[src/rtl/ipsxe_floating_point_fl2fl_stream_v1_0.sv]
`default_nettype none
// ============================================================================
// Module  : ipsxe_floating_point_fl2fl_stream_v1_0
// Brief   : Floating-point precision converter with an AXI4-Stream handshake,
//           runtime rounding mode, TUSER pass-through and IEEE status flags.
//           Three-stage bubble-collapsing pipeline.
// Revision: 1.0 - initial release
// ============================================================================
module ipsxe_floating_point_fl2fl_stream_v1_0 #(
    parameter int FLOAT_IN_EXP   = 8,
    parameter int FLOAT_IN_FRAC  = 24,
    parameter int FLOAT_OUT_EXP  = 11,
    parameter int FLOAT_OUT_FRAC = 53,
    parameter int TUSER_WIDTH    = 1
) (
    input  logic                                    i_aclk,
    input  logic                                    i_areset,
    input  logic                                    i_aclken,
    input  logic [FLOAT_IN_EXP+FLOAT_IN_FRAC-1:0]   i_axi4s_a_tdata,
    input  logic [TUSER_WIDTH-1:0]                  i_axi4s_a_tuser,
    input  logic [1:0]                              i_round_mode,
    input  logic                                    i_axi4s_a_tvalid,
    output logic                                    o_axi4s_a_tready,
    output logic [FLOAT_OUT_EXP+FLOAT_OUT_FRAC-1:0] o_axi4s_result_tdata,
    output logic [TUSER_WIDTH-1:0]                  o_axi4s_result_tuser,
    output logic                                    o_axi4s_result_tvalid,
    input  logic                                    i_axi4s_result_tready,
    output logic                                    o_overflow,
    output logic                                    o_underflow,
    output logic                                    o_invalid,
    output logic                                    o_inexact
);

    localparam int c_OW  = FLOAT_OUT_EXP + FLOAT_OUT_FRAC;
    localparam int c_FIN = FLOAT_IN_FRAC - 1;
    localparam int c_FON = FLOAT_OUT_FRAC - 1;
    localparam int c_EW  = FLOAT_IN_EXP + FLOAT_OUT_EXP + 2;

    // Output bias minus input bias, folded into one signed constant
    localparam logic signed [c_EW-1:0] c_REBIAS =
        c_EW'((1 << (FLOAT_OUT_EXP-1)) - (1 << (FLOAT_IN_EXP-1)));
    localparam logic signed [c_EW-1:0] c_EXP_MAX = c_EW'((1 << FLOAT_OUT_EXP) - 1);

    localparam logic [1:0] c_RNE = 2'd0;
    localparam logic [1:0] c_RTZ = 2'd1;
    localparam logic [1:0] c_RUP = 2'd2;
    localparam logic [1:0] c_RDN = 2'd3;

    localparam logic [c_OW-1:0] c_QNAN =
        {1'b0, {FLOAT_OUT_EXP{1'b1}}, 1'b1, {(c_FON-1){1'b0}}};
    localparam logic [c_OW-2:0] c_INF_MAG = {{FLOAT_OUT_EXP{1'b1}}, {c_FON{1'b0}}};
    localparam logic [c_OW-2:0] c_MAX_MAG = {{(FLOAT_OUT_EXP-1){1'b1}}, 1'b0, {c_FON{1'b1}}};

    // ---------------------------------------------------------------- handshake
    logic s1_v_q, s2_v_q, s3_v_q;
    logic ld1, ld2, ld3, acc_in;

    assign ld3              = i_aclken & (~s3_v_q | i_axi4s_result_tready);
    assign ld2              = i_aclken & (~s2_v_q | ld3);
    assign ld1              = i_aclken & (~s1_v_q | ld2);
    assign o_axi4s_a_tready = ld1 & ~i_areset;
    assign acc_in           = i_axi4s_a_tvalid & o_axi4s_a_tready;

    // ---------------------------------------------------------------- stage 1
    logic                     in_sign;
    logic [FLOAT_IN_EXP-1:0]  in_exp;
    logic [c_FIN-1:0]         in_frac;
    logic                     exp_ones, exp_zero, frac_zero;

    assign {in_sign, in_exp, in_frac} = i_axi4s_a_tdata;
    assign exp_ones  = &in_exp;
    assign exp_zero  = ~|in_exp;
    assign frac_zero = ~|in_frac;

    logic                    s1_sign_q, s1_nan_q, s1_snan_q, s1_inf_q, s1_zero_q, s1_sub_q;
    logic signed [c_EW-1:0]  s1_e_q;
    logic [c_FIN-1:0]        s1_frac_q;
    logic [1:0]              s1_mode_q;
    logic [TUSER_WIDTH-1:0]  s1_user_q;

    // S1: capture the operand, classify it and rebias the exponent
    always_ff @(posedge i_aclk) begin
        if (i_areset) begin
            s1_v_q    <= 1'b0;
            s1_sign_q <= 1'b0;
            s1_nan_q  <= 1'b0;
            s1_snan_q <= 1'b0;
            s1_inf_q  <= 1'b0;
            s1_zero_q <= 1'b0;
            s1_sub_q  <= 1'b0;
            s1_e_q    <= '0;
            s1_frac_q <= '0;
            s1_mode_q <= 2'd0;
            s1_user_q <= '0;
        end else if (ld1) begin
            s1_v_q <= acc_in;
            if (acc_in) begin
                s1_sign_q <= in_sign;
                s1_nan_q  <= exp_ones & ~frac_zero;
                s1_snan_q <= exp_ones & ~frac_zero & ~in_frac[c_FIN-1];
                s1_inf_q  <= exp_ones & frac_zero;
                s1_zero_q <= exp_zero & frac_zero;
                s1_sub_q  <= exp_zero & ~frac_zero;
                s1_e_q    <= $signed({{(c_EW-FLOAT_IN_EXP){1'b0}}, in_exp}) + c_REBIAS;
                s1_frac_q <= in_frac;
                s1_mode_q <= i_round_mode;
                s1_user_q <= i_axi4s_a_tuser;
            end
        end
    end

    // ---------------------------------------------------------------- stage 2
    // Sum carries one extra MSB so a rounding carry-out is visible to S3
    logic [c_FON:0] s2_sum_d;
    logic           s2_inexact_d;

    generate
        if (FLOAT_OUT_FRAC > FLOAT_IN_FRAC) begin : g_widen
            assign s2_sum_d     = {1'b0, s1_frac_q, {(FLOAT_OUT_FRAC-FLOAT_IN_FRAC){1'b0}}};
            assign s2_inexact_d = 1'b0;
        end else if (FLOAT_OUT_FRAC == FLOAT_IN_FRAC) begin : g_same
            assign s2_sum_d     = {1'b0, s1_frac_q};
            assign s2_inexact_d = 1'b0;
        end else begin : g_narrow
            localparam int c_D = FLOAT_IN_FRAC - FLOAT_OUT_FRAC;
            // Two zero pad bits keep guard/round/sticky indexing legal for any drop count
            logic [c_FIN+1:0] frac_ext;
            logic             guard, rnd, stk, lsb, inc;

            assign frac_ext     = {s1_frac_q, 2'b00};
            assign guard        = frac_ext[c_D+1];
            assign rnd          = frac_ext[c_D];
            assign stk          = |frac_ext[c_D-1:0];
            assign lsb          = frac_ext[c_D+2];
            assign s2_inexact_d = guard | rnd | stk;

            // Round-increment decision for the selected mode
            always_comb begin
                inc = 1'b0;
                case (s1_mode_q)
                    c_RNE:   inc = guard & (rnd | stk | lsb);
                    c_RTZ:   inc = 1'b0;
                    c_RUP:   inc = ~s1_sign_q & (guard | rnd | stk);
                    default: inc = s1_sign_q & (guard | rnd | stk);
                endcase
            end

            assign s2_sum_d = {1'b0, frac_ext[c_FIN+1:c_D+2]} + (c_FON+1)'(inc);
        end
    endgenerate

    logic                    s2_sign_q, s2_nan_q, s2_snan_q, s2_inf_q, s2_zero_q, s2_sub_q;
    logic signed [c_EW-1:0]  s2_e_q;
    logic [c_FON:0]          s2_sum_q;
    logic                    s2_inexact_q;
    logic [1:0]              s2_mode_q;
    logic [TUSER_WIDTH-1:0]  s2_user_q;

    // S2: register the aligned and rounded significand
    always_ff @(posedge i_aclk) begin
        if (i_areset) begin
            s2_v_q       <= 1'b0;
            s2_sign_q    <= 1'b0;
            s2_nan_q     <= 1'b0;
            s2_snan_q    <= 1'b0;
            s2_inf_q     <= 1'b0;
            s2_zero_q    <= 1'b0;
            s2_sub_q     <= 1'b0;
            s2_e_q       <= '0;
            s2_sum_q     <= '0;
            s2_inexact_q <= 1'b0;
            s2_mode_q    <= 2'd0;
            s2_user_q    <= '0;
        end else if (ld2) begin
            s2_v_q <= s1_v_q;
            if (s1_v_q) begin
                s2_sign_q    <= s1_sign_q;
                s2_nan_q     <= s1_nan_q;
                s2_snan_q    <= s1_snan_q;
                s2_inf_q     <= s1_inf_q;
                s2_zero_q    <= s1_zero_q;
                s2_sub_q     <= s1_sub_q;
                s2_e_q       <= s1_e_q;
                s2_sum_q     <= s2_sum_d;
                s2_inexact_q <= s2_inexact_d;
                s2_mode_q    <= s1_mode_q;
                s2_user_q    <= s1_user_q;
            end
        end
    end

    // ---------------------------------------------------------------- stage 3
    logic                   carry, to_inf;
    logic signed [c_EW-1:0] e_fin;
    logic [c_FON-1:0]       frac_fin;
    logic [c_OW-1:0]        res_d;
    logic                   ovf_d, unf_d, inv_d, inx_d;

    // Renormalise after rounding, resolve specials and range, and pack
    always_comb begin
        carry    = s2_sum_q[c_FON];
        e_fin    = s2_e_q + c_EW'(carry);
        frac_fin = carry ? '0 : s2_sum_q[c_FON-1:0];
        to_inf   = (s2_mode_q == c_RNE) | ((s2_mode_q == c_RUP) & ~s2_sign_q)
                 | ((s2_mode_q == c_RDN) & s2_sign_q);
        res_d    = '0;
        ovf_d    = 1'b0;
        unf_d    = 1'b0;
        inv_d    = 1'b0;
        inx_d    = 1'b0;
        if (s2_nan_q) begin
            res_d = c_QNAN;
            inv_d = s2_snan_q;
        end else if (s2_inf_q) begin
            res_d = {s2_sign_q, c_INF_MAG};
        end else if (s2_zero_q) begin
            res_d = {s2_sign_q, {(c_OW-1){1'b0}}};
        end else if (s2_sub_q) begin
            res_d = {s2_sign_q, {(c_OW-1){1'b0}}};
            unf_d = 1'b1;
            inx_d = 1'b1;
        end else if (e_fin >= c_EXP_MAX) begin
            res_d = {s2_sign_q, to_inf ? c_INF_MAG : c_MAX_MAG};
            ovf_d = 1'b1;
            inx_d = 1'b1;
        end else if (e_fin[c_EW-1] || (e_fin == '0)) begin
            res_d = {s2_sign_q, {(c_OW-1){1'b0}}};
            unf_d = 1'b1;
            inx_d = 1'b1;
        end else begin
            res_d = {s2_sign_q, e_fin[FLOAT_OUT_EXP-1:0], frac_fin};
            inx_d = s2_inexact_q;
        end
    end

    logic [c_OW-1:0]        s3_data_q;
    logic [TUSER_WIDTH-1:0] s3_user_q;
    logic                   s3_ovf_q, s3_unf_q, s3_inv_q, s3_inx_q;

    // S3: output register; holds while the consumer stalls
    always_ff @(posedge i_aclk) begin
        if (i_areset) begin
            s3_v_q    <= 1'b0;
            s3_data_q <= '0;
            s3_user_q <= '0;
            s3_ovf_q  <= 1'b0;
            s3_unf_q  <= 1'b0;
            s3_inv_q  <= 1'b0;
            s3_inx_q  <= 1'b0;
        end else if (ld3) begin
            s3_v_q <= s2_v_q;
            if (s2_v_q) begin
                s3_data_q <= res_d;
                s3_user_q <= s2_user_q;
                s3_ovf_q  <= ovf_d;
                s3_unf_q  <= unf_d;
                s3_inv_q  <= inv_d;
                s3_inx_q  <= inx_d;
            end
        end
    end

    assign o_axi4s_result_tvalid = s3_v_q;
    assign o_axi4s_result_tdata  = s3_data_q;
    assign o_axi4s_result_tuser  = s3_user_q;
    assign o_overflow            = s3_ovf_q;
    assign o_underflow           = s3_unf_q;
    assign o_invalid             = s3_inv_q;
    assign o_inexact             = s3_inx_q;

endmodule
`default_nettype wire

[config.mk]
export PLATFORM = sky130hd
export DESIGN_NAME = ipsxe_floating_point_fl2fl_stream_v1_0
export DESIGN_NICKNAME = d
export VERILOG_FILES = /design/src/rtl/ipsxe_floating_point_fl2fl_stream_v1_0.sv
export SDC_FILE = /design/constraint.sdc
export NUM_CORES = 1
export LEC_CHECK = 0
export CAP_MARGIN = 20
export CORE_MARGIN = 10
export CORE_UTILIZATION = 45
export CTS_CLUSTER_SIZE = 28
export DETAILED_ROUTE_END_ITERATION = 8
export GPL_ROUTABILITY_DRIVEN = 0
export PLACE_DENSITY_LB_ADDON = 0.1
export SLEW_MARGIN = 20
export SYNTH_ARGS = -nofsm -noshare
export SYNTH_HDL_FRONTEND = slang
export SYNTH_SLANG_ARGS = --single-unit
[constraint.sdc]
create_clock -name i_aclk -period 2.3 [get_ports i_aclk]
set_clock_uncertainty 0.2 [all_clocks]
set_input_delay 0.23 -clock i_aclk [delete_from_list [all_inputs] [get_ports i_aclk]]
set_output_delay 0.23 -clock i_aclk [all_outputs]
set_load 0.05 [all_outputs]
==> Implementation_results.wiki, run 1 <==
{| class="wikitable"
! Metric !! Value
|-
| Outcome || complete, no violations
|-
| Fraction of post-synthesis cell area in the top cell type by area || 0.5092
|-
| Share of synthesized area occupied by flip-flops and latches || 0.5092
|-
| Total core area || 10460 sq um
|-
| Required arrival time at the worst endpoint || 1.87 ns
|-
| Multi-input logic area || 1999 sq um
|-
| Crit path buffers/inverters || 1
|-
| Global-route wire length before repair || 21320 microns
|-
| Detailed-route vias per instance || 5.363
|-
| Total length of routed wires || 13050 microns
|-
| Worst min-delay path class || in -> reg
|-
| Source-to-sink clock delay at the later pin of the worst-skew pair || 0.52 ns
|-
| Io pins || 111
|-
| Flop and latch count out of synthesis || 124
|-
| Starting DRC count in detailed routing || 353
|-
| Buffers inserted during post-CTS setup optimization || 0
|-
| Leakage power figure || 2.288 nW
|-
| Total clock buffers created by CTS || 17
|-
| Most frequent standard cell in the layout excluding fill and tap cells || sky130_fd_sc_hd__nand2_1
|-
| Total of buffers placed on input and output ports || 110
|-
| Cells after synthesis || 620
|-
| Post-synthesis area per instance || 7.862 sq um
|-
| Ant diodes || 0
|-
| Die area || 15400 sq um
|-
| Distinct cell type count after synthesis || 35
|-
| Period utilisation layout || 0.9410
|-
| Die extent in x || 124.1 microns
|-
| Top post-synthesis cells by area || sky130_fd_sc_hd__dfxtp_1 (51%), sky130_fd_sc_hd__nand2_1 (15%), sky130_fd_sc_hd__a21oi_1 (10%)
|-
| Minimum period implied by the final worst setup slack || 2.164 ns
|-
| Total gr overflow || 0
|-
| Startpoint kind of the worst setup timing path || register
|-
| Buffer depth of the longest clock path || 2
|-
| Cell with the biggest individual delay on the critical path || sky130_fd_sc_hd__clkdlybuf4s50_1
|-
| Clock edge transition at the registers on the reported setup and hold paths || 0.06 ns
|-
| Clock tree from TritonCTS || yes
|-
| Largest area contributor in the netlist || sky130_fd_sc_hd__dfxtp_1
|-
| Data arrival at the endpoint of the critical path || 1.73 ns
|-
| Detailed-route via count || 4526
|-
| Placed cell count || 811
|-
| Largest net degree at the start of global routing || 85
|-
| Number of fill cells || 940
|-
| Fin Setup TNS || 0 ns
|-
| Standard-cell row count || 37
|-
| Num Clock Sinks || 124
|-
| Global-route total usage across every layer || 0.1716
|-
| YS warnings || 0
|-
| Count of final max-slew check failures || 0
|-
| Net count reported at finish || 735
|-
| Critical Path Fanout Max || 5
|-
| Tightest slew margin relative to the limit || 0.4364
|-
| Fraction of final layout cells with drive strength greater than 1 || 0.1215
|-
| Hold violation total from the final report || 0
|-
| Initial standard-cell utilization of the core || 0.4659
|-
| Power density relative to cell area || 793.4 nW/um^2
|-
| Remaining DRCs || 0
|-
| Growth of design area from synthesis to finish || 34.14%
|-
| Cell area after synthesis || 4875 sq um
|-
| Antenna violations before repair || 0
|-
| Tightest Pin Transition || 0.8453 ns
|-
| Vias in the first global route || 4424
|-
| Total area of sequential cells || 2482 sq um
|-
| Path type of the worst setup path || reg -> out
|-
| Maximum vdd ir drop || 0.4428 mV
|-
| First-pass iteration count of the detailed router || 5
|-
| Max stage delay on crit path || 0.83 ns
|-
| Finished Layout Cells || 844
|-
| Remaining antenna violation count || 0
|-
| Most used cells in the layout excluding fill and tap cells || sky130_fd_sc_hd__nand2_1 (198), sky130_fd_sc_hd__dfxtp_1 (124), sky130_fd_sc_hd__a21oi_1 (97)
|-
| Detailed Place HPWL || 8999 microns
|-
| Root buf cell || sky130_fd_sc_hd__clkbuf_8
|-
| H-tree depth reported by CTS || 4
|-
| Height of the chip || 124.1 microns
|-
| Final Setup Violations || 0
|-
| Critical path capture point type || output port
|-
| Largest delay share family, worst path || buffers and inverters
|-
| Max Freq || 0.4620 GHz
|-
| Setup repair after global routing missed its margin || false
|-
| Post-placement cell area || 5916 sq um
|-
| Post-DR wirelength/cell || 15.47 microns
|-
| Post-synthesis net count || 660
|-
| CP Cell Sequence || clkdlybuf4s50_1
|-
| Final Instance Area || 6539 sq um
|-
| Max-cap violation count || 0
|}
[cell usage after synthesis]
| library cell | n |
|---|---|
| sky130_fd_sc_hd__nand2_1 | 198 |
| sky130_fd_sc_hd__nor3_1 | 16 |
| sky130_fd_sc_hd__or4_1 | 3 |
| sky130_fd_sc_hd__o21ai_0 | 1 |
| sky130_fd_sc_hd__a211o_1 | 1 |
| sky130_fd_sc_hd__a311o_1 | 1 |
| sky130_fd_sc_hd__a21oi_1 | 98 |
| sky130_fd_sc_hd__inv_1 | 2 |
| sky130_fd_sc_hd__buf_4 | 30 |
| sky130_fd_sc_hd__dfxtp_1 | 124 |
| sky130_fd_sc_hd__and2_1 | 2 |
| sky130_fd_sc_hd__nand2b_1 | 1 |
| sky130_fd_sc_hd__nand3b_1 | 4 |
| sky130_fd_sc_hd__o21a_1 | 1 |
| sky130_fd_sc_hd__o21bai_1 | 1 |
| sky130_fd_sc_hd__nor2b_1 | 1 |
| sky130_fd_sc_hd__o21ba_2 | 1 |
| sky130_fd_sc_hd__o31ai_1 | 1 |
| sky130_fd_sc_hd__or2_2 | 1 |
| sky130_fd_sc_hd__nand3_1 | 5 |
| sky130_fd_sc_hd__a22oi_1 | 1 |
| sky130_fd_sc_hd__nor2_1 | 14 |
| sky130_fd_sc_hd__and4b_1 | 1 |
| sky130_fd_sc_hd__and4_1 | 1 |
| sky130_fd_sc_hd__clkbuf_1 | 41 |
| sky130_fd_sc_hd__xor2_1 | 1 |
| sky130_fd_sc_hd__o211ai_1 | 2 |
| sky130_fd_sc_hd__nor4b_2 | 1 |
| sky130_fd_sc_hd__nand4_1 | 26 |
| sky130_fd_sc_hd__buf_1 | 1 |
| sky130_fd_sc_hd__a31oi_1 | 22 |
| sky130_fd_sc_hd__buf_2 | 4 |
| sky130_fd_sc_hd__or3_1 | 1 |
| sky130_fd_sc_hd__a211oi_1 | 3 |
| sky130_fd_sc_hd__nor4_1 | 9 |
[cell type report]
type | instances | share of cell area
well taps | 136 | 0.02602
repair buffers | 132 | 0.1936
clock buffers | 26 | 0.07769
flip-flops and latches | 124 | 0.3796
multi-input cells | 418 | 0.3058
clock inverters | 6 | 0.01607
inverters | 2 | 0.001148
[path summary, 6_finish.rpt]
check / slack [ns] / from / cells past startpoint / endpoint
worst max-delay path: 0.14 / o_axi4s_result_tvalid / 1 / o_axi4s_result_tvalid
worst min-delay path: 0.06 / i_round_mode[0] / 3 / s1_mode_q[0]
worst max register to register: 0.26 / s2_e_q[3] / 5 / o_axi4s_result_tdata[50]
worst min register to register: 0.25 / o_underflow / 2 / o_underflow
[report_power, final]
group	switching (W)	total (W)	internal, W
Sequential	0.0000172	0.00220	0.00218
Clock	0.000895	0.00271	0.00182
Combinational	0.000157	0.000276	0.000120
[state kept, by name, summed over array words and instances (netlist names), 2 cells and up]
| register | count |
|---|---|
| s2_mode_q | 2 |
| o_axi4s_result_tdata | 34 |
| s2_e_q | 9 |
| s1_mode_q | 2 |
| s1_frac_q | 23 |
| s1_e_q | 9 |
| s2_sum_q | 23 |
[kinds of logic after synthesis]
family	count (synthesis)	synth area share
AOI/OAI and AO/OA	133	0.1496
and+or+nand+nor	284	0.2551
DFF	124	0.5092
xor gates and xnor gates	1	0.001797
buffers and inverters	78	0.08419
[metrics by stage]
step	setup WS (ns)	power [W]	utilization	hold WS [ns]
floorplan	0.02922	0.002374	-	0.1335
global placement	0.03904	0.002513	0.5654	0.2386
detailed placement	-0.0002500	0.002517	0.5654	0.2454
CTS	0.1116	0.005219	0.6250	0.05338
global route	0.07863	0.005344	0.6250	0.07085
finish	0.1357	0.005188	0.6250	0.06217
[metal layers]
| metal | track usage | wire, microns | vias to the layer above |
|---|---|---|---|
| met5 | 0 | 0 | - |
| met4 | 0.07410 | 170 | 0 |
| met3 | 0.05023 | 1187 | 15 |
| met2 | 0.2691 | 6018 | 170 |
| met1 | 0.2150 | 5677 | 2109 |
| li1 | - | - | 2232 |
[tightest hold or removal path, cell delays in order]
cell and delay [ns]:
sky130_fd_sc_hd__clkdlybuf4s50_1 0.40, sky130_fd_sc_hd__nand2_1 0.06, sky130_fd_sc_hd__a21oi_1 0.05
[repair_timing]
action / 4_1_cts / 5_1_grt
hold endpoints to repair: 10 / 0
resized for setup: 0 / 0
hold buffers: 1 / 0
Power figures use the tool's default switching activity.
==> run 2: changes to the inputs <==
- SKIP_CTS_REPAIR_TIMING: default -> 1
- clock period: 2.3 -> 1.8 ns (I/O delays scaled with it)
==> run 2 against run 1 <==
Against the previous run: the run now ends with setup timing left; first-iteration DRC count is 12% lower; cell count is 5.9% higher; utilization is 8.0 points higher; critical path type unchanged; setup slack worse by 0.24 ns.
==> Implementation_results.wiki, run 2 (synthesis gave the netlist of run 1 again) <==
{| class="wikitable"
! Metric !! Value
|-
| Growth of design area from synthesis to finish || 51.39%
|-
| Origin of the worst min-delay path || i_round_mode[1]
|-
| Period utilisation layout || 1.056
|-
| Power density relative to cell area || 893.9 nW/um^2
|-
| Critical register-to-register path startpoint || o_axi4s_result_tvalid
|-
| Total length of routed wires || 14420 microns
|-
| Buffer depth of the longest clock path || 2
|-
| Critical Path Fanout Max || 4
|-
| Startpoint kind of the worst setup timing path || register
|-
| Remaining antenna violation count || 0
|-
| Minimum period implied by the final worst setup slack || 1.901 ns
|-
| Most frequent standard cell in the layout excluding fill and tap cells || sky130_fd_sc_hd__nand2_1
|-
| Worst Hold End || s1_mode_q[1]
|-
| Hold violation total from the final report || 0
|-
| Max-cap violation count || 0
|-
| Most used cells in the layout excluding fill and tap cells || sky130_fd_sc_hd__nand2_1 (197), sky130_fd_sc_hd__dfxtp_1 (120), sky130_fd_sc_hd__buf_4 (93)
|-
| Worst Reg2Reg Path Length in Cells || 7
|-
| Tightest Pin Transition || 0.8454 ns
|-
| Outcome || finished with violations
|-
| Post-layout utilization of the core || 0.7053
|-
| Count of final max-slew check failures || 0
|-
| Net count reported at finish || 785
|-
| Finished Layout Cells || 894
|-
| Ant diodes || 0
|-
| Maximum vdd ir drop || 0.6667 mV
|-
| Detailed-route vias per instance || 5.345
|-
| Initial standard-cell utilization of the core || 0.4659
|-
| FF-to-FF End || o_axi4s_result_tdata[35]
|-
| Leakage power figure || 2.759 nW
|-
| Clock edge transition at the registers on the reported setup and hold paths || 0.06 ns
|-
| Final Instance Area || 7380 sq um
|-
| Worst min-delay path class || in -> reg
|-
| Max reg flops || 34
|-
| Global-route wire length before repair || 21910 microns
|-
| Vias in the first global route || 4572
|-
| Total clock buffers created by CTS || 17
|-
| Critical path capture point type || output port
|-
| Largest net degree at the start of global routing || 85
|-
| Post-layout worst setup margin || -0.1014 ns
|-
| Standard-cell row count || 37
|-
| Violated checks || setup timing
|-
| Die area || 15400 sq um
|-
| Post-DR wirelength/cell || 16.13 microns
|-
| Antenna violations before repair || 0
|-
| Final Setup Violations || 3
|-
| Detailed Place HPWL || 9648 microns
|-
| Total of buffers placed on input and output ports || 110
|-
| First-pass iteration count of the detailed router || 5
|-
| Total core area || 10460 sq um
|-
| Io pins || 111
|-
| Remaining DRCs || 0
|-
| Instance count along the most critical hold path || 3
|-
| Source-to-sink clock delay at the later pin of the worst-skew pair || 0.52 ns
|-
| Max Freq || 0.5259 GHz
|-
| Data arrival at the endpoint of the critical path || 1.52 ns
|-
| Tightest slew margin relative to the limit || 0.4364
|-
| Total gr overflow || 0
|-
| Die extent in x || 124.1 microns
|-
| Detailed-route via count || 4778
|-
| Setup repair after global routing missed its margin || true
|-
| Clock tree from TritonCTS || yes
|-
| Num Clock Sinks || 124
|-
| Required arrival time at the worst endpoint || 1.42 ns
|-
| Height of the chip || 124.1 microns
|-
| Worst setup slack for register-to-register paths || -0.06 ns
|-
| Post-placement cell area || 6520 sq um
|-
| H-tree depth reported by CTS || 4
|-
| Number of fill cells || 849
|-
| Starting DRC count in detailed routing || 312
|-
| Fraction of final layout cells with drive strength greater than 1 || 0.2625
|-
| Path type of the worst setup path || reg -> out
|-
| Global-route total usage across every layer || 0.1760
|-
| Placed cell count || 853
|-
| Pwr Total || 0.006597 W
|-
| Root buf cell || sky130_fd_sc_hd__clkbuf_8
|}
## run 2: area by class of cell
| cell class | count | area (sq um) | area share |
|---|---|---|---|
| multi-input combinational | 418 | 2087 | 0.2828 |
| sequential | 124 | 2490 | 0.3374 |
| tap | 136 | 170.2 | 0.02306 |
| clock inverter | 14 | 170.2 | 0.02306 |
| timing repair buffer | 182 | 2027 | 0.2747 |
| clock buffer | 18 | 427.9 | 0.05799 |
| inverter | 2 | 7.507 | 0.001017 |
## run 2: layer usage
layer | share of wire | wire, microns | up-vias | global-route usage
met3 | 0.072 | 1041 | 15 | 0.05566
met1 | 0.43 | 6214 | 2259 | 0.2158
met2 | 0.49 | 6996 | 153 | 0.2882
met5 | 0 | 0 | - | 0
li1 | - | - | 2351 | -
met4 | 0.011 | 163 | 0 | 0.05540
## run 2: metrics by stage
step | hold WS, ns | setup WS, ns | TNS (ns)
after floorplan | 0.08352 | -0.06416 | -0.1187
after global placement | 0.2399 | -0.4388 | -24.23
after detailed placement | 0.2473 | -0.4823 | -27.82
after CTS | -0.06303 | -0.1960 | -2.291
after global routing | 0.01710 | -0.1908 | -1.387
final | 0.01918 | -0.1014 | -0.1702
## run 2: report_power, final
part / switching, W / internal, W / total [W]
clock network: 0.00123 / 0.00215 / 0.00338
registers: 0.0000217 / 0.00278 / 0.00281
logic: 0.000219 / 0.000197 / 0.000416
total: 0.00147 / 0.00513 / 0.00660
## run 2: worst max-delay path, cell delays in order, from the launching register on
cell	delay, ns
sky130_fd_sc_hd__dfxtp_2	0.33
sky130_fd_sc_hd__and4b_1	0.23
sky130_fd_sc_hd__buf_6	0.13
sky130_fd_sc_hd__nor3_4	0.14
sky130_fd_sc_hd__buf_12	0.16
## run 2: how the worst max path moves through the flow
stage	to	cells past startpoint	startpoint
2_1_floorplan	s1_zero_q	5	o_axi4s_result_tvalid
3_3_place_gp	s1_sub_q	6	i_axi4s_result_tready
3_5_place_dp	s1_sub_q	6	i_axi4s_result_tready
4_1_cts	o_axi4s_a_tready	4	s1_v_q
5_1_grt	o_axi4s_a_tready	4	s1_v_q
6_report	o_axi4s_a_tready	4	s1_v_q
==> run 3: changes to the inputs <==
- ABC_AREA: default -> 1
==> run 3 against run 2 <==
Against the previous run: the flow still finishes with violations (setup timing); hold slack got worse by 0.016 ns; die area increased by 4.9%; sequential power grew 2%; utilization down 6.7 points; maximum frequency rose by 4.8%; largest cell class unchanged; largest power group unchanged.
==> Implementation_results.wiki, run 3 <==
{| class="wikitable"
! Metric !! Value
|-
| Fraction of post-synthesis cell area in the top cell type by area || 0.4809
|-
| Detailed Place HPWL || 9738 microns
|-
| YS warnings || 0
|-
| Critical Path Fanout Max || 3
|-
| Worst min-delay path class || in -> reg
|-
| FF-to-FF End || o_axi4s_result_tdata[43]
|-
| First-pass iteration count of the detailed router || 5
|-
| Power density relative to cell area || 922.2 nW/um^2
|-
| Fraction of final layout cells with drive strength greater than 1 || 0.2078
|-
| Outcome || finished with violations
|-
| Tightest Pin Transition || 0.3792 ns
|-
| Count of final max-slew check failures || 0
|-
| Final Instance Area || 7228 sq um
|-
| Tightest slew margin relative to the limit || 0.7472
|-
| Critical register-to-register path startpoint || s2_e_q[9]
|-
| Leakage power figure || 3.026 nW
|-
| Worst path most repeated cell || sky130_fd_sc_hd__nand2_2
|-
| Num Clock Sinks || 124
|-
| Detailed-route vias per instance || 5.026
|-
| Required arrival time at the worst endpoint || 1.42 ns
|-
| Post-DR wirelength/cell || 14.64 microns
|-
| Global-route wire length before repair || 21710 microns
|-
| Total clock buffers created by CTS || 17
|-
| Detailed-route via count || 4830
|-
| Remaining DRCs || 0
|-
| CP Cell Sequence || nand2_2, buf_6, o21ai_4, nand2_2, nand2_2, inv_2, buf_12
|-
| Vias in the first global route || 4477
|-
| Max-cap violation count || 0
|-
| Cells after synthesis || 704
|-
| Height of the chip || 127.1 microns
|-
| Total length of routed wires || 14070 microns
|-
| Largest net degree at the start of global routing || 36
|-
| Antenna violations before repair || 0
|-
| Met2 usage in global routing || 0.2667
|-
| Growth of design area from synthesis to finish || 40.01%
|-
| Most frequent standard cell in the layout excluding fill and tap cells || sky130_fd_sc_hd__nand2_1
|-
| Met3 Resource Use GR || 0.05087
|-
| Hold violation total from the final report || 0
|-
| Distinct cell type count after synthesis || 31
|-
| Top post-synthesis cells by area || sky130_fd_sc_hd__dfxtp_1 (48%), sky130_fd_sc_hd__nand2_1 (12%), sky130_fd_sc_hd__nor2_1 (9.6%)
|-
| Cell with the most instances after synthesis || sky130_fd_sc_hd__nand2_1
|-
| Post-synthesis area per instance || 7.333 sq um
|-
| Post-placement cell area || 6524 sq um
|-
| Net count reported at finish || 845
|-
| Worst Reg2Reg Path Length in Cells || 7
|-
| Met1 Resource Use GR || 0.1952
|-
| Initial standard-cell utilization of the core || 0.4560
|-
| Commonest register cell after synthesis || sky130_fd_sc_hd__dfxtp_1
|-
| Pwr Total || 0.006666 W
|-
| Cell with the biggest individual delay on the critical path || sky130_fd_sc_hd__dfxtp_2
|-
| Flop and latch count out of synthesis || 124
|-
| Setup repair after global routing missed its margin || true
|-
| Worst setup slack for register-to-register paths || 0.11 ns
|-
| Standard-cell row count || 39
|-
| Share of synthesized registers carrying an async set or reset || 0
|-
| Number of fill cells || 1002
|-
| Total core area || 11320 sq um
|-
| Root buf cell || sky130_fd_sc_hd__clkbuf_16
|-
| Total gr overflow || 0
|-
| Number of flops mapped to enable cells by yosys || 0
|-
| Minimum period implied by the final worst setup slack || 1.814 ns
|-
| Violated checks || setup timing
|-
| Final Setup Violations || 1
|-
| Launching instance or port of the critical path || o_axi4s_result_tvalid
|-
| Worst setup path endpoint || o_axi4s_a_tready
|-
| Max Freq || 0.5512 GHz
|-
| Global-route total usage across every layer || 0.1625
|-
| Post-layout worst setup margin || -0.01412 ns
|-
| H-tree depth reported by CTS || 4
|-
| Max reg flops || 34
|-
| Buffer depth of the longest clock path || 2
|-
| Starting DRC count in detailed routing || 308
|-
| Largest area contributor in the netlist || sky130_fd_sc_hd__dfxtp_1
|-
| Share of synthesized area occupied by flip-flops and latches || 0.4809
|-
| Clock tree from TritonCTS || yes
|-
| Path type of the worst setup path || reg -> out
|-
| Die area || 16160 sq um
|-
| Maximum vdd ir drop || 0.6036 mV
|-
| Source-to-sink clock delay at the later pin of the worst-skew pair || 0.41 ns
|-
| Clock edge transition at the registers on the reported setup and hold paths || 0.06 ns
|-
| Critical path capture point type || output port
|-
| Period utilisation layout || 1.008
|-
| Data arrival at the endpoint of the critical path || 1.43 ns
|-
| Die extent in x || 127.1 microns
|-
| Startpoint kind of the worst setup timing path || register
|-
| Most used cells in the layout excluding fill and tap cells || sky130_fd_sc_hd__nand2_1 (157), sky130_fd_sc_hd__nor2_1 (132), sky130_fd_sc_hd__dfxtp_1 (123)
|-
| Max stage delay on crit path || 0.35 ns
|-
| Io pins || 111
|-
| Post-synthesis net count || 744
|-
| Remaining antenna violation count || 0
|-
| Cell area after synthesis || 5162 sq um
|-
| Ant diodes || 0
|-
| Commonest cells post-synth || sky130_fd_sc_hd__nand2_1 (160), sky130_fd_sc_hd__nor2_1 (132), sky130_fd_sc_hd__dfxtp_1 (124), sky130_fd_sc_hd__a21oi_1 (78), sky130_fd_sc_hd__o21ai_0 (45)
|-
| Total of buffers placed on input and output ports || 110
|-
| Busiest metal layer after global routing || met2
|}
[run 3: area by class of cell]
type	instances	area, sq um	share of cell area
multi-input cells	470	2160	0.2988
inverters	46	172.7	0.02389
flip-flops and latches	124	2484	0.3436
clock buffers	20	456.7	0.06318
well taps	143	178.9	0.02475
clock inverters	12	121.4	0.01679
repair buffers	146	1655	0.2290
[run 3: logic make-up after synthesis]
logic type      share of synthesized area
compound gates                     0.1384
xor+xnor                         0.001697
buf+inv                            0.1168
flops                              0.4809
simple gates                       0.2622
[run 3: layer usage]
layer	vias to the layer above	wire [microns]
met2	167	6733
met3	16	998
met1	2225	6153
met4	0	180
met5	-	0
li1	2422	-
[run 3: how the worst min path moves through the flow]
| stage | startpoint | end | slack (ns) | depth (start not counted) |
|---|---|---|---|---|
| 2_1_floorplan | i_axi4s_a_tdata[22] | s1_frac_q[22] | 0.12 | 2 |
| 3_3_place_gp | s2_sum_q[36] | s2_sum_q[36] | 0.24 | 2 |
| 3_5_place_dp | s2_sum_q[46] | s2_sum_q[46] | 0.24 | 2 |
| 4_1_cts | i_areset | s1_frac_q[4] | -0.009 | 3 |
| 5_1_grt | i_areset | s1_frac_q[0] | 0.02 | 3 |
| 6_report | i_areset | s1_mode_q[0] | 0.003 | 3 |
[run 3: critical path, delay by kind of cell, from the launching register on]
kind	cells	cell delay, ns
simple gates	3	0.23
compound gates	1	0.15
flops	1	0.35
buf+inv	3	0.29
[run 3: report_power, final]
part	switching, W	total, W	internal, W
logic	0.000302	0.000515	0.000213
registers	0.0000468	0.00287	0.00283
clock network	0.00118	0.00328	0.00209
total	0.00153	0.00667	0.00513
[run 3: stage by stage]
stage,TNS (ns),std cells,hold WS (ns),utilization,setup slack [ns]
after floorplan,0,704,0.1227,-,0.01068
after global placement,-9.528,923,0.2420,0.5763,-0.1971
after detailed placement,-11.20,923,0.2450,0.5763,-0.2059
after CTS,-0.2351,955,-0.008968,0.6273,-0.2351
after global routing,-0.1184,961,0.01726,0.6385,-0.08742
final,-0.01412,961,0.003361,0.6385,-0.01412
